===== src/rtl/if_stage_if.sv =====
// Bus bundle between the fetch stage and its environment: instruction
// memory port, hazard/redirect controls and the IF/ID pipeline outputs.
interface if_stage_if;
  logic [31:0] imemAddr;
  logic [31:0] imemData;
  logic        stall;
  logic        branchTaken;
  logic [31:0] branchTarget;
  logic [31:0] pc;
  logic [31:0] ifid_instr;
  logic [31:0] ifid_pcPlus4;
  logic        ifid_valid;
  logic [31:0] fetchCount;

  // Fetch-stage side.
  modport master (
    output imemAddr, pc, ifid_instr, ifid_pcPlus4, ifid_valid, fetchCount,
    input  imemData, stall, branchTaken, branchTarget
  );

  // Environment side: memory, hazard unit, redirect source, decode.
  modport slave (
    input  imemAddr, pc, ifid_instr, ifid_pcPlus4, ifid_valid, fetchCount,
    output imemData, stall, branchTaken, branchTarget
  );
endinterface


===== src/rtl/if_stage.sv =====
// Instruction-fetch stage: program counter, asynchronous instruction-memory
// address, IF/ID pipeline register and a retired-fetch counter.
// Edge priority: reset > redirect > stall > normal fetch.
module if_stage #(
  parameter logic [31:0] NOP_INSTR = 32'h0000_0000
) (
  input  logic        CLK,
  input  logic        Reset_L,
  input  logic [31:0] startPC,
  if_stage_if.master  bus
);

  logic [31:0] pc_r;
  logic [31:0] instr_r;
  logic [31:0] pc_plus4_r;
  logic        valid_r;
  logic [31:0] count_r;

  logic [31:0] pc_next_s;
  logic [31:0] start_aligned_s;
  logic [31:0] target_aligned_s;

  // Word-align incoming addresses and form the sequential successor;
  // the add wraps modulo 2^32 so FFFFFFFC steps to 00000000.
  always_comb begin
    pc_next_s        = pc_r + 32'd4;
    start_aligned_s  = {startPC[31:2], 2'b00};
    target_aligned_s = {bus.branchTarget[31:2], 2'b00};
  end

  // PC, IF/ID register and fetch counter update with reset > redirect > stall > fetch.
  always_ff @(posedge CLK) begin
    if (!Reset_L) begin
      pc_r       <= start_aligned_s;
      instr_r    <= NOP_INSTR;
      pc_plus4_r <= 32'h0000_0000;
      valid_r    <= 1'b0;
      count_r    <= 32'h0000_0000;
    end else if (bus.branchTaken) begin
      // Redirect discards the wrong-path instruction; the count is untouched.
      pc_r       <= target_aligned_s;
      instr_r    <= NOP_INSTR;
      pc_plus4_r <= 32'h0000_0000;
      valid_r    <= 1'b0;
      count_r    <= count_r;
    end else if (bus.stall) begin
      pc_r       <= pc_r;
      instr_r    <= instr_r;
      pc_plus4_r <= pc_plus4_r;
      valid_r    <= valid_r;
      count_r    <= count_r;
    end else begin
      pc_r       <= pc_next_s;
      instr_r    <= bus.imemData;
      pc_plus4_r <= pc_next_s;
      valid_r    <= 1'b1;
      count_r    <= count_r + 32'd1;
    end
  end

  // imemAddr is the only combinational output: memory reads the live PC.
  assign bus.imemAddr     = pc_r;
  assign bus.pc           = pc_r;
  assign bus.ifid_instr   = instr_r;
  assign bus.ifid_pcPlus4 = pc_plus4_r;
  assign bus.ifid_valid   = valid_r;
  assign bus.fetchCount   = count_r;

endmodule


===== src/flat_wrapper.sv =====
// flat-port wrapper written by rule: the top's interface ports become plain ports
module if_stage_flat 
#(
  parameter logic [31:0] NOP_INSTR = 32'h0000_0000
)
  (CLK, Reset_L, startPC, bus_imemAddr, bus_pc, bus_ifid_instr, bus_ifid_pcPlus4, bus_ifid_valid, bus_fetchCount, bus_imemData, bus_stall, bus_branchTaken, bus_branchTarget);
  if_stage_if bus_i ();
  input  logic CLK;
  input  logic Reset_L;
  input  logic [31:0] startPC;
  output wire logic [$bits(bus_i.imemAddr)-1:0] bus_imemAddr;
  output wire logic [$bits(bus_i.pc)-1:0] bus_pc;
  output wire logic [$bits(bus_i.ifid_instr)-1:0] bus_ifid_instr;
  output wire logic [$bits(bus_i.ifid_pcPlus4)-1:0] bus_ifid_pcPlus4;
  output wire logic [$bits(bus_i.ifid_valid)-1:0] bus_ifid_valid;
  output wire logic [$bits(bus_i.fetchCount)-1:0] bus_fetchCount;
  input wire logic [$bits(bus_i.imemData)-1:0] bus_imemData;
  input wire logic [$bits(bus_i.stall)-1:0] bus_stall;
  input wire logic [$bits(bus_i.branchTaken)-1:0] bus_branchTaken;
  input wire logic [$bits(bus_i.branchTarget)-1:0] bus_branchTarget;
  assign bus_imemAddr = bus_i.imemAddr;
  assign bus_pc = bus_i.pc;
  assign bus_ifid_instr = bus_i.ifid_instr;
  assign bus_ifid_pcPlus4 = bus_i.ifid_pcPlus4;
  assign bus_ifid_valid = bus_i.ifid_valid;
  assign bus_fetchCount = bus_i.fetchCount;
  assign bus_i.imemData = bus_imemData;
  assign bus_i.stall = bus_stall;
  assign bus_i.branchTaken = bus_branchTaken;
  assign bus_i.branchTarget = bus_branchTarget;
  if_stage #(.NOP_INSTR(NOP_INSTR)) u_core (.CLK(CLK), .Reset_L(Reset_L), .startPC(startPC), .bus(bus_i));
endmodule

===== config.mk =====
export PLATFORM = sky130hd
export DESIGN_NAME = if_stage_flat
export DESIGN_NICKNAME = d
export VERILOG_FILES = /design/src/rtl/if_stage_if.sv /design/src/rtl/if_stage.sv /design/src/flat_wrapper.sv
export SDC_FILE = /design/constraint.sdc
export NUM_CORES = 1
export LEC_CHECK = 0
export CORE_ASPECT_RATIO = 0.6
export CORE_MARGIN = 5
export CORE_UTILIZATION = 39
export CTS_CLUSTER_DIAMETER = 150
export DETAILED_ROUTE_END_ITERATION = 6
export GPL_TIMING_DRIVEN = 1
export PLACE_DENSITY = 0.76
export SYNTH_ARGS = -nofsm -noshare
export SYNTH_HDL_FRONTEND = slang
export SYNTH_SLANG_ARGS = --single-unit

===== constraint.sdc =====
create_clock -name CLK -period 2.85 [get_ports CLK]
set_clock_uncertainty 0.2 [all_clocks]
set_input_delay 0.57 -clock CLK [delete_from_list [all_inputs] [get_ports CLK]]
set_output_delay 0.57 -clock CLK [all_outputs]
set_load 0.05 [all_outputs]

==> impl_metrics.py <==
metrics = {
    "clocking": {
        "clock_path_buffers": 2,
        "post_cts_resized": 0,
        "postCtsHoldBufs": 0,
        "htreeDepth": 4,
        "path_clk_slew_ns": 0.06,
        "cts_buffers": 17,
        "cts.root.buffer_cell": "clkbuf_16",
        "cts_tree": "built",
        "insertion_delay_ns": 0.41,
        "cts_sinks": 125,
        "cts_setup_buffers": 0,
    },
    "power_and_ir_drop": {
        "ir_worst_vdd_mv": 0.3940,
        "swShare_pct": 31.40,
        "netSwitchingPower_mw": 1.676,
        "p_int_mw": 3.661,
        "p_per_area_nw_per_um2": 595.8,
        "seqPwrFrac_pct": 37.9,
        "p_clk_share_pct": 40.5,
        "power_frac_comb_pct": 21.5,
        "p_leak_nw": 3.337,
    },
    "floorplanning": {
        "initial_core_util_pct": 39.96,
        "num_rows": 34,
        "core_area_sq_um": 14590,
        "boundaryPins": 261,
        "die_h_microns": 104.7,
        "die_w_microns": 167.9,
        "dieArea_sq_um": 17580,
    },
    "timing": {
        "finalSetupTns_ns": 0,
        "setup_viol": 0,
        "rsz0062_at_grt": "no",
        "hold-worst-slack_ns": 0.2491,
        "max_slew_margin_pct": 56.10,
        "tightest_slew_ns": 0.6585,
        "period_minus_slack_ns": 2.610,
        "finalHoldViolations": 0,
        "fin_crit_sh_pct": 91.60,
        "maxSlewViolCount": 0,
        "timing.fmax_ghz": 0.3831,
    },
    "synth": {
        "syn_area_per_cell_sq_um": 9.344,
        "netlist.area_leader.share_pct": 32.62,
        "netlist_area_sq_um": 5831,
        "ys_seq_area_share_pct": 48.07,
        "synth_warnings": 0,
        "netlist_top_cells_area": "dfxtp_1 (33%), edfxtp_1 (15%), o21ai_0 (5.3%)",
        "synth_seq_cells": 125,
        "yosysUniqueCellTypes": 44,
        "synth.largest_area_cell": "dfxtp_1",
        "netlist_instances": 624,
    },
    "run": {
        "cap_viol_max_count": 0,
    },
    "global_routing": {
        "antenna_found_initial": 0,
        "grt_pass1_vias": 5364,
        "grt_util_all_layers_pct": 21.16,
        "grt_pass1_wl_microns": 29790,
        "grt_max_degree": 38,
        "overflow": 0,
    },
    "setup_path": {
        "critPathTopFamily": "buffers and inverters",
        "crit_cells": 1,
        "r2r_setup_slack_ns": 0.30,
        "crit_path_end_kind": "output port",
        "path_class": "flop to output port",
        "cp.required_ns": 2.08,
        "max_stage_delay_ns": 0.88,
        "critPathBufInv": 1,
        "cp_cell_sequence": "clkdlybuf4s50_1",
        "cp-start-kind": "flop",
        "cp_data_arrival_time_ns": 1.84,
        "worstPathMaxFanout": 9,
        "r2r_cells": 6,
        "critPathSlowestCell": "clkdlybuf4s50_1",
    },
    "detailed_routing": {
        "routedWlPerCell_microns": 18.14,
        "num_vias": 5452,
        "via_per_inst": 5.143,
        "wl_microns": 19230,
        "antenna_left": 0,
        "first_pass_iters": 7,
        "drt_iter0_markers": 371,
        "drc": 0,
    },
    "layout": {
        "drive_gt1_share_pct": 7.657,
        "layout_commonest_cell": "clkdlybuf4s50_1",
        "antenna_cells": 0,
        "area_growth_pct": 53.65,
        "final_nets": 952,
        "final_cell_mix": "clkdlybuf4s50_1 (249), dfxtp_1 (95), nand2_1 (62), o21ai_0 (62), a22o_1 (35)",
        "fillerInstances": 1266,
    },
    "worst_hold_path": {
        "holdCritPathClass": "flop to flop",
        "holdPathStages": 2,
    },
    "placed_design": {
        "dpl.hpwl_microns": 14610,
        "place.gp.congestion": 0.8166,
        "numPortBuffers": 250,
    },
    "outcome": {
        "status": "finished, final reports clean",
    },
}
## sequential cells by signal, summed over array words and instances (netlist names)
name                     cells
u_core.bus.fetchCount       32
u_core.bus.ifid_instr       32
u_core.bus.ifid_pcPlus4     30
u_core.bus.ifid_valid        1
u_core.bus.imemAddr         30
## power by group through the flow
stage          Clock (mW)  Combinational (mW)  Sequential, mW
2_1_floorplan           0               0.461            2.32
3_3_place_gp            0                1.15            2.06
3_5_place_dp            0                1.16            2.06
4_1_cts              2.21                1.16            2.02
5_1_grt              2.29                1.20            2.04
6_report             2.16                1.15            2.02
## stage by stage
step | instance area [sq um] | instances | setup WS, ns | power [mW] | utilization [%]
6_report | 8959 | 1060 | 0.2395 | 5.337 | 61.40
5_1_grt | 8959 | 1060 | 0.1520 | 5.530 | 61.40
4_1_cts | 8959 | 1060 | 0.2144 | 5.391 | 61.40
3_5_place_dp | 8358 | 1029 | 0.1842 | 3.215 | 57.28
3_3_place_gp | 8358 | 1029 | 0.2633 | 3.201 | 57.28
2_1_floorplan | 5849 | 629 | 0.2755 | 2.783 | -
## logic make-up (layout without fill, tap and decap cells)
family	Yosys count	after routing	synth area share, %
AO/OA/AOI/OAI	135	135	14.72
buffers and inverters	87	320	8.154
flip-flops	125	125	48.07
AND/OR/NAND/NOR	217	217	19.57
XOR/XNOR	44	44	6.609
multiplexers	13	13	2.382
other	1	6	0.06432
adder cells (fa/ha/maj)	2	2	0.4291
## path summary, 6_finish.rpt
check	from	to
max	u_core.bus.imemAddr[19]$_DFFE_PP_	bus_imemAddr[19]
min	u_core.bus.ifid_valid$_SDFFE_PP0N_	u_core.bus.ifid_valid$_SDFFE_PP0N_
max reg2reg	u_core.bus.imemAddr[3]$_DFFE_PP_	u_core.bus.imemAddr[24]$_DFFE_PP_
min reg2reg	u_core.bus.ifid_valid$_SDFFE_PP0N_	u_core.bus.ifid_valid$_SDFFE_PP0N_
## routing by layer
metal,up-vias,GRT usage (%),part of all wire (%)
li1,2628,-,-
met1,2580,27.26,44
met2,222,32.76,44
met3,22,8.679,10
met4,0,6.312,1.5
met5,-,0,0
## area by class of cell
class	count	area, sq um	share of cell area, %
clock buffers	19	475.5	5.307
inverters	18	67.56	0.7542
flip-flops and latches	125	2803	31.28
repair buffers	271	2668	29.78
well taps	198	247.7	2.765
clock inverters	12	125.1	1.397
multi-input cells	417	2572	28.72
## synthesized netlist by cell type, drive strengths merged
master  count
xnor2      22
and4        7
a21oi      17
edfxtp     30
nor2b      14
nand2      63
o21ai      62
and2       23
and3        7
o31a        3
mux2        7
and4bb      1
clkbuf     26
nor3       19
ha          2
a31oi       1
or3         8
or2         2
dfxtp      95
nand2b      3
nor4        9
conb        1
nor3b       2
inv        18
o31ai       1
nor4bb      1
a22o       35
or4         1
o221ai      1
xor2       22
mux2i       6
nand3      26
buf        43
nor2       15
o22ai       6
a21boi      9
nand4      16
No activity file was read; power rests on OpenSTA's default activity.
